`src/rtl/hazard_scoreboard.sv`:
```
// Hazard/stall controller beside ID: load-use, branch-in-ID and mult/div busy.
// Drives IF/ID freeze, ID/EX bubble and a saturating stall-cycle counter.
module hazard_scoreboard #(
  parameter int REG_W    = 5,
  parameter int LOAD_LAT = 1,
  parameter int MD_LAT   = 32,
  parameter int CNT_W    = 32
) (
  input  logic             clk,
  input  logic             rst,
  input  logic             E_MemtoReg,
  input  logic             E_RegWrite,
  input  logic [REG_W-1:0] E_WriteReg,
  input  logic             E_StartMD,
  input  logic [REG_W-1:0] Rs,
  input  logic [REG_W-1:0] Rt,
  input  logic             D_UsesRs,
  input  logic             D_UsesRt,
  input  logic             D_Branch,
  input  logic             D_UsesHiLo,
  output logic             stall,
  output logic             flush_e,
  output logic             load_use,
  output logic             branch_haz,
  output logic             md_haz,
  output logic             md_busy,
  output logic [CNT_W-1:0] stall_cnt
);

  localparam int MD_W = $clog2(MD_LAT + 1);

  logic [LOAD_LAT-1:0] pv;
  logic [REG_W-1:0]    pd [LOAD_LAT];
  logic [LOAD_LAT-1:0] hit;
  logic                e_hit;
  logic [MD_W-1:0]     md_cnt;

  assign e_hit = (E_WriteReg != '0) &&
                 ((D_UsesRs && E_WriteReg == Rs) ||
                  (D_UsesRt && E_WriteReg == Rt));

  // Pipe advances every cycle; on a stall EX already holds a bubble.
  always_ff @(posedge clk) begin
    if (rst) begin
      pv <= '0;
    end else begin
      pv[0] <= E_MemtoReg && E_RegWrite;
      for (int i = 1; i < LOAD_LAT; i++)
        pv[i] <= pv[i-1];
    end
    pd[0] <= E_WriteReg;
    for (int i = 1; i < LOAD_LAT; i++)
      pd[i] <= pd[i-1];
  end

  always_comb begin
    for (int i = 0; i < LOAD_LAT; i++)
      hit[i] = pv[i] && (pd[i] != '0) &&
               ((D_UsesRs && pd[i] == Rs) ||
                (D_UsesRt && pd[i] == Rt));
  end

  // ALU consumers clear one slot before branches do.
  always_comb begin
    load_use   = E_MemtoReg && E_RegWrite && e_hit;
    branch_haz = E_RegWrite && e_hit;
    for (int i = 0; i < LOAD_LAT; i++) begin
      if (hit[i]) begin
        branch_haz = 1'b1;
        if (i < LOAD_LAT - 1)
          load_use = 1'b1;
      end
    end
    branch_haz = branch_haz && D_Branch;
  end

  always_ff @(posedge clk) begin
    if (rst)
      md_cnt <= '0;
    else if (E_StartMD)
      md_cnt <= MD_W'(MD_LAT);
    else if (md_cnt != '0)
      md_cnt <= md_cnt - 1'b1;
  end

  assign md_busy = (md_cnt != '0);
  assign md_haz  = D_UsesHiLo && md_busy;
  assign stall   = load_use | branch_haz | md_haz;
  assign flush_e = stall;

  always_ff @(posedge clk) begin
    if (rst)
      stall_cnt <= '0;
    else if (stall && stall_cnt != '1)
      stall_cnt <= stall_cnt + 1'b1;
  end

endmodule
```
`config.mk`:
```
export PLATFORM = sky130hd
export DESIGN_NAME = hazard_scoreboard
export DESIGN_NICKNAME = d
export VERILOG_FILES = /design/src/rtl/hazard_scoreboard.sv
export SDC_FILE = /design/constraint.sdc
export NUM_CORES = 1
export LEC_CHECK = 0
export CAP_MARGIN = 20
export CORE_MARGIN = 2
export CORE_UTILIZATION = 40
export DETAILED_ROUTE_END_ITERATION = 7
export PLACE_DENSITY = 0.76
export REMOVE_ABC_BUFFERS = 1
export SYNTH_ARGS = -nofsm -noshare
export SYNTH_HDL_FRONTEND = slang
export SYNTH_SLANG_ARGS = --single-unit
```
`constraint.sdc`:
```
create_clock -name clk -period 5.1 [get_ports clk]
set_clock_uncertainty 0.05 [all_clocks]
set_input_delay 0.765 -clock clk [delete_from_list [all_inputs] [get_ports clk]]
set_output_delay 0.765 -clock clk [all_outputs]
set_load 0.01 [all_outputs]
```
==> results.toml, run 1 <==
[grt]
grt_pass1_vias = 2343
grt_overflow_total = 0
grt_pass1_wl_um = 10500
antenna_found_initial = 0
track_usage_pct = 17.6
grt_start_max_net_pins = 52

[sta]
hold_viol = 0
slew_headroom_pct = 40.4
fin_crit_ns = 3.69
setup_tns_ns = 0
worstMarginPinSlew_ns = 0.888
rsz0062_at_grt = "no"
setup_viol = 0
timing.fmax_mhz = 271
fin_crit_sh_pct = 72.4
slew_violations = 0

[detailed_routing]
wire_per_inst_um = 14.3
via_per_inst = 5.70
antenna_left = 0
drt_iter0_markers = 89
drc = 0
via_count = 2495
drt-pass1-iter-count = 4
finalWirelength_um = 6250

[clocking]
ctsResizeCount = 0
cts_htree_levels = 2
post_cts_buffers = 0
cts_hold_buf = 0
cts_tree = "built"
path_clk_slew_ns = 0.08
clk_latency_ns = 0.30
clock-sinks = 44
cts_max_path_buffers = 2
cts_root_buf = "clkbuf_8"
numCtsBuffers = 5

[worst_hold_path]
hold_path.class = "flip-flop to flip-flop"
holdCritStartpoint = "stall_cnt[30]"
hold_end = "stall_cnt[30]"
whs_path_depth = 2

[floorplan]
ioPinCount = 62
rows = 28
core_area_um2 = 6030
start_util_pct = 42.0
die_w_um = 83.6
dieArea_um2 = 6980
die_h_um = 83.6

[critical_path]
required_ns = 4.28
endpoint_kind = "output pin"
start_kind = "primary input"
critical_path_class = "primary input to output pin"
cp_max_fo = 4
regToRegSetupSlack_ns = 1.99
worst-r2r-cell-count = 7
r2r-end = "stall_cnt[21]"
crit_arrival_ns = 2.88
r2r-start = "stall_cnt[2]"

[cells_and_area]
regArea_um2 = 881
nNetsFinal = 388
layout-drive-gt1-share_pct = 7.44
area_growth_pct = 28.8
fillers = 560
multiInputGateArea_um2 = 1530
antenna_cells = 0

[pwr]
internal-power_uw = 560
comb_power_share_pct = 24.6
leakage_uw = 0.00107
pwr-share-seq_pct = 47.0
p_switching_uw = 237
power.share.clock_pct = 28.4
p_sw_share_pct = 29.7
total_power_uw = 797
ir_drop_uv = 145
power_density_nw_per_um2 = 244

[synthesis]
ys_warn_count = 0
synth_area_um2 = 2530
synth_cell_type_count = 42
syn_area_per_cell_um2 = 8.17
yosysSeqAreaShare_pct = 34.8
synthCells = 310
ys_ff_latch = 44

[run]
cap_violations = 0

[run_status]
status = "finished, final reports clean"

[placed_design]
globalplace.congestion = 0.957
dp_hpwl_um = 4270
io_buffer_count = 61
## placed cells by master (no fill, tap or decap), types with 7 or more instances in the layout
master	netlist	final
nand2_1	24	24
o21ai_0	7	7
nor3_1	8	8
dfxtp_1	44	44
or4_1	17	17
inv_1	10	10
nor2b_1	14	14
nor4_1	7	7
xnor2_1	23	23
mux2_2	12	12
nand3_1	14	14
nor2_1	29	29
a21oi_1	17	17
nand4_1	12	12
o31ai_1	11	11
clkdlybuf4s50_1	0	61
## per-stage QoR
step	instances	hold WS [ns]	setup slack [ns]	cell area (µm²)	utilization, %
after floorplan	292	0.421	1.62	2450	-
after global placement	430	0.428	1.44	3170	52.6
after detailed placement	430	0.433	1.43	3170	52.6
after CTS	438	0.445	1.42	3260	54.1
after global routing	438	0.463	1.30	3260	54.1
final	438	0.438	1.41	3260	54.1
## cell usage after synthesis, drive strengths merged
master	number	share of area, %
dfxtp	44	35
nor2	30	4.7
nand2	24	3.6
xnor2	23	8.0
a21oi	17	3.4
or4	17	5.0
nand3	14	2.8
nor2b	14	3.5
nand4	13	3.5
mux2	12	5.3
clkbuf	11	1.6
o31ai	11	3.3
inv	10	1.5
nor3	8	1.6
o21ai	8	1.6
buf	7	1.6
nor4	7	1.7
or3	6	1.7
and3	5	1.2
and4	5	1.7
and2	3	0.74
o41ai	3	1.0
or4b	3	1.2
ha	2	0.99
o22ai	2	0.49
a2111oi	1	0.35
a221oi	1	0.35
a31oi	1	0.25
a41oi	1	0.35
nand3b	1	0.30
nor3b	1	0.30
o211ai	1	0.30
o21a	1	0.30
o21ba	1	0.40
o31a	1	0.35
xor2	1	0.35
## sequential cells by signal, indices dropped and copies added (netlist names)
signal and cells:
stall_cnt 32, md_cnt 6, pd 5, pv 1
## worst max-delay path: stages
cell and delay, ns:
clkdlybuf4s50_1 0.51, or4_1 0.55, o211ai_1 0.27, o21a_1 0.20
inv_1 0.09, clkdlybuf4s50_1 0.48
## layout make-up
class	count	share of cell area, %
multi-input cells	238	47.0
flip-flops and latches	44	27.0
well taps	75	2.88
inverters	10	1.15
clock buffers	8	2.76
repair buffers	63	19.2
## logic make-up (layout without fill, tap and decap cells)
logic type	after synthesis	in the layout	share of synthesized area, %
AND/OR/NAND/NOR	151	151	33.5
AO/OA/AOI/OAI	49	49	12.4
flip-flops	44	44	34.8
buffers and inverters	28	81	4.70
XOR/XNOR	24	24	8.30
multiplexers	12	12	5.34
adder cells (fa/ha/maj)	2	2	0.988
## per-layer routing
layer / global-route usage [%] / up-vias / wire length, µm
met1: 22.5 / 1168 / 2910
met3: 3.17 / 9 / 367
li1: - / 1238 / -
met5: 0 / - / 0
met4: 6.60 / 0 / 89
met2: 29.7 / 80 / 2890
## power by group through the flow
stage	logic, µW	registers, µW	clock network, µW
2_1_floorplan	110	380	0
3_3_place_gp	192	381	0
3_5_place_dp	196	383	0
4_1_cts	197	374	235
5_1_grt	219	377	245
6_report	196	374	227
## worst max path at each step
stage | from | endpoint | slack, ns | cells after the start
finish | E_WriteReg[0] | flush_e | 1.41 | 6
detailed placement | E_WriteReg[0] | flush_e | 1.43 | 6
CTS | E_WriteReg[0] | flush_e | 1.42 | 6
global route | E_WriteReg[4] | flush_e | 1.30 | 8
global placement | E_WriteReg[1] | stall | 1.44 | 6
floorplan | E_WriteReg[0] | flush_e | 1.62 | 4
No activity file was read; power rests on OpenSTA's default activity.
==> inputs of run 2 (changes only) <==
clock period = 3.4 ns   (was 5.1 ns; I/O delays follow)
==> run 2 against run 1 <==
Compared with the run above: power rose by 54%; die area did not move; register-to-register slack got worse by 1.4 ns; critical path depth rose by 2; flip-flop and latch count did not move; utilization rose by 0.77 points; critical path type unchanged; largest cell class unchanged; highest routed layer unchanged.
==> results.toml, run 2 (synthesis results as in run 1) <==
[grt]
use_met1_pct = 24.8
track_usage_pct = 17.9
grt-busiest-layer = "met2"
antenna_found_initial = 0
grt_overflow_total = 0
met3_usage_pct = 5.04
grt_start_max_net_pins = 52
grt_use_met2_pct = 27.4
grt_pass1_wl_um = 10500
grt_pass1_vias = 2265

[cells_and_area]
multiInputGateArea_um2 = 1530
final_cell_mix = "clkdlybuf4s50_1, dfxtp_1, nor2_1"
area_growth_pct = 30.6
antenna_cells = 0
layout-drive-gt1-share_pct = 8.24
regArea_um2 = 881
largest_reg_flops = 32
nNetsFinal = 390
final_common_cell = "clkdlybuf4s50_1"
fillers = 579
stdcell_count = 439
top_regs = "stall_cnt x32, md_cnt x6, pd x5"
top_register = "stall_cnt"
utilization_pct = 54.9

[placed_design]
dp_cells = 432
dp_hpwl_um = 4350
post-place-ws_ns = 0.161
io_buffer_count = 61
globalplace.congestion = 0.922

[sta]
slew_headroom_pct = 63.1
fin_ws_ns = 0.148
timing.fmax_mhz = 308
setup_tns_ns = 0
fin_crit_ns = 3.25
worstMarginPinSlew_ns = 0.551
setup_viol = 0
fin_hold_ws_ns = 0.435
slew_violations = 0
hold_viol = 0
fin_crit_sh_pct = 95.6
rsz0062_at_grt = "no"

[detailed_routing]
via_per_inst = 5.66
via_count = 2483
drt-pass1-iter-count = 4
drc = 0
drt_iter0_markers = 81
wire_per_inst_um = 14.1
finalWirelength_um = 6170
antenna_left = 0

[clocking]
ctsResizeCount = 0
cts_hold_buf = 0
post_cts_buffers = 0
cts_tree = "built"
clock-sinks = 44
cts_root_buf = "clkbuf_8"
path_clk_slew_ns = 0.08
cts_htree_levels = 2
numCtsBuffers = 5
cts_max_path_buffers = 2
clk_latency_ns = 0.29

[worst_hold_path]
hold_end = "stall_cnt[30]"
holdCritStartpoint = "stall_cnt[30]"
hold_path.class = "flip-flop to flip-flop"
whs_path_depth = 2

[critical_path]
start_kind = "primary input"
critical_path_class = "primary input to output pin"
worst-r2r-cell-count = 7
cpMaxStageDelayCell = "clkdlybuf4s50_1"
regToRegSetupSlack_ns = 0.61
r2r-end = "stall_cnt[20]"
crit_top_cell = "clkdlybuf4s50_1"
endpoint_kind = "output pin"
max_stage_delay_ns = 0.55
crit_arrival_ns = 2.69
required_ns = 2.84
crit_path_cell_trace = "clkdlybuf4s50_1, xnor2_1, nand4_1, o22ai_1, o211ai_1, o21a_1, inv_1, clkdlybuf4s50_1"
cp_max_fo = 4
r2r-start = "stall_cnt[2]"

[floorplan]
core_area_um2 = 6030
start_util_pct = 42.0
rows = 28
dieArea_um2 = 6980
die_w_um = 83.6
die_h_um = 83.6
ioPinCount = 62

[pwr]
power_density_nw_per_um2 = 371
ir_drop_uv = 239
leakage_uw = 0.00109

[run]
cap_violations = 0

[run_status]
status = "finished, final reports clean"
[run 2: changes by cell type in the layout (fill, tap and decap cells not counted)]
cell      delta
clkbuf_1     -2
buf_12       +2
clkbuf_8     +1
[run 2: layer usage]
metal	wire [µm]	share of wire, %
met5	0	0
met4	102	1.7
met3	405	6.6
met2	2770	45
met1	2900	47
[run 2: worst max path at each step]
stage | slack (ns) | end | cells past startpoint | start
floorplan | 0.43 | flush_e | 4 | E_WriteReg[0]
global placement | 0.18 | stall | 6 | E_WriteReg[0]
detailed placement | 0.16 | flush_e | 6 | E_WriteReg[0]
CTS | 0.14 | flush_e | 6 | E_WriteReg[0]
global route | 0.03 | flush_e | 8 | E_WriteReg[4]
finish | 0.15 | flush_e | 8 | E_WriteReg[1]
[run 2: final cells by class]
class                   instances  share of cell area (%)
multi-input cells             238                    46.3
flip-flops and latches         44                    26.6
repair buffers                 65                    20.1
clock buffers                   7                    2.91
well taps                      75                    2.84
inverters                      10                    1.14
[run 2: power by group]
part           switching, µW  total, µW  internal, µW
logic                    164        312           147
registers               22.2        561           538
clock network            174        355           181
total                    361       1230           867
[run 2: critical path, delay by kind of cell]
kind	cells	cell delay (ns)
buffers and inverters	3	1.16
AOI/OAI and AO/OA	3	0.63
xor gates and xnor gates	1	0.23
and+or+nand+nor	1	0.16
[run 2: per-stage QoR]
step / total power (µW) / cell area [µm²]
floorplan: 736 / 2450
global placement: 875 / 3210
CTS: 1240 / 3310
finish: 1230 / 3310
global route: 1300 / 3310
detailed placement: 884 / 3210
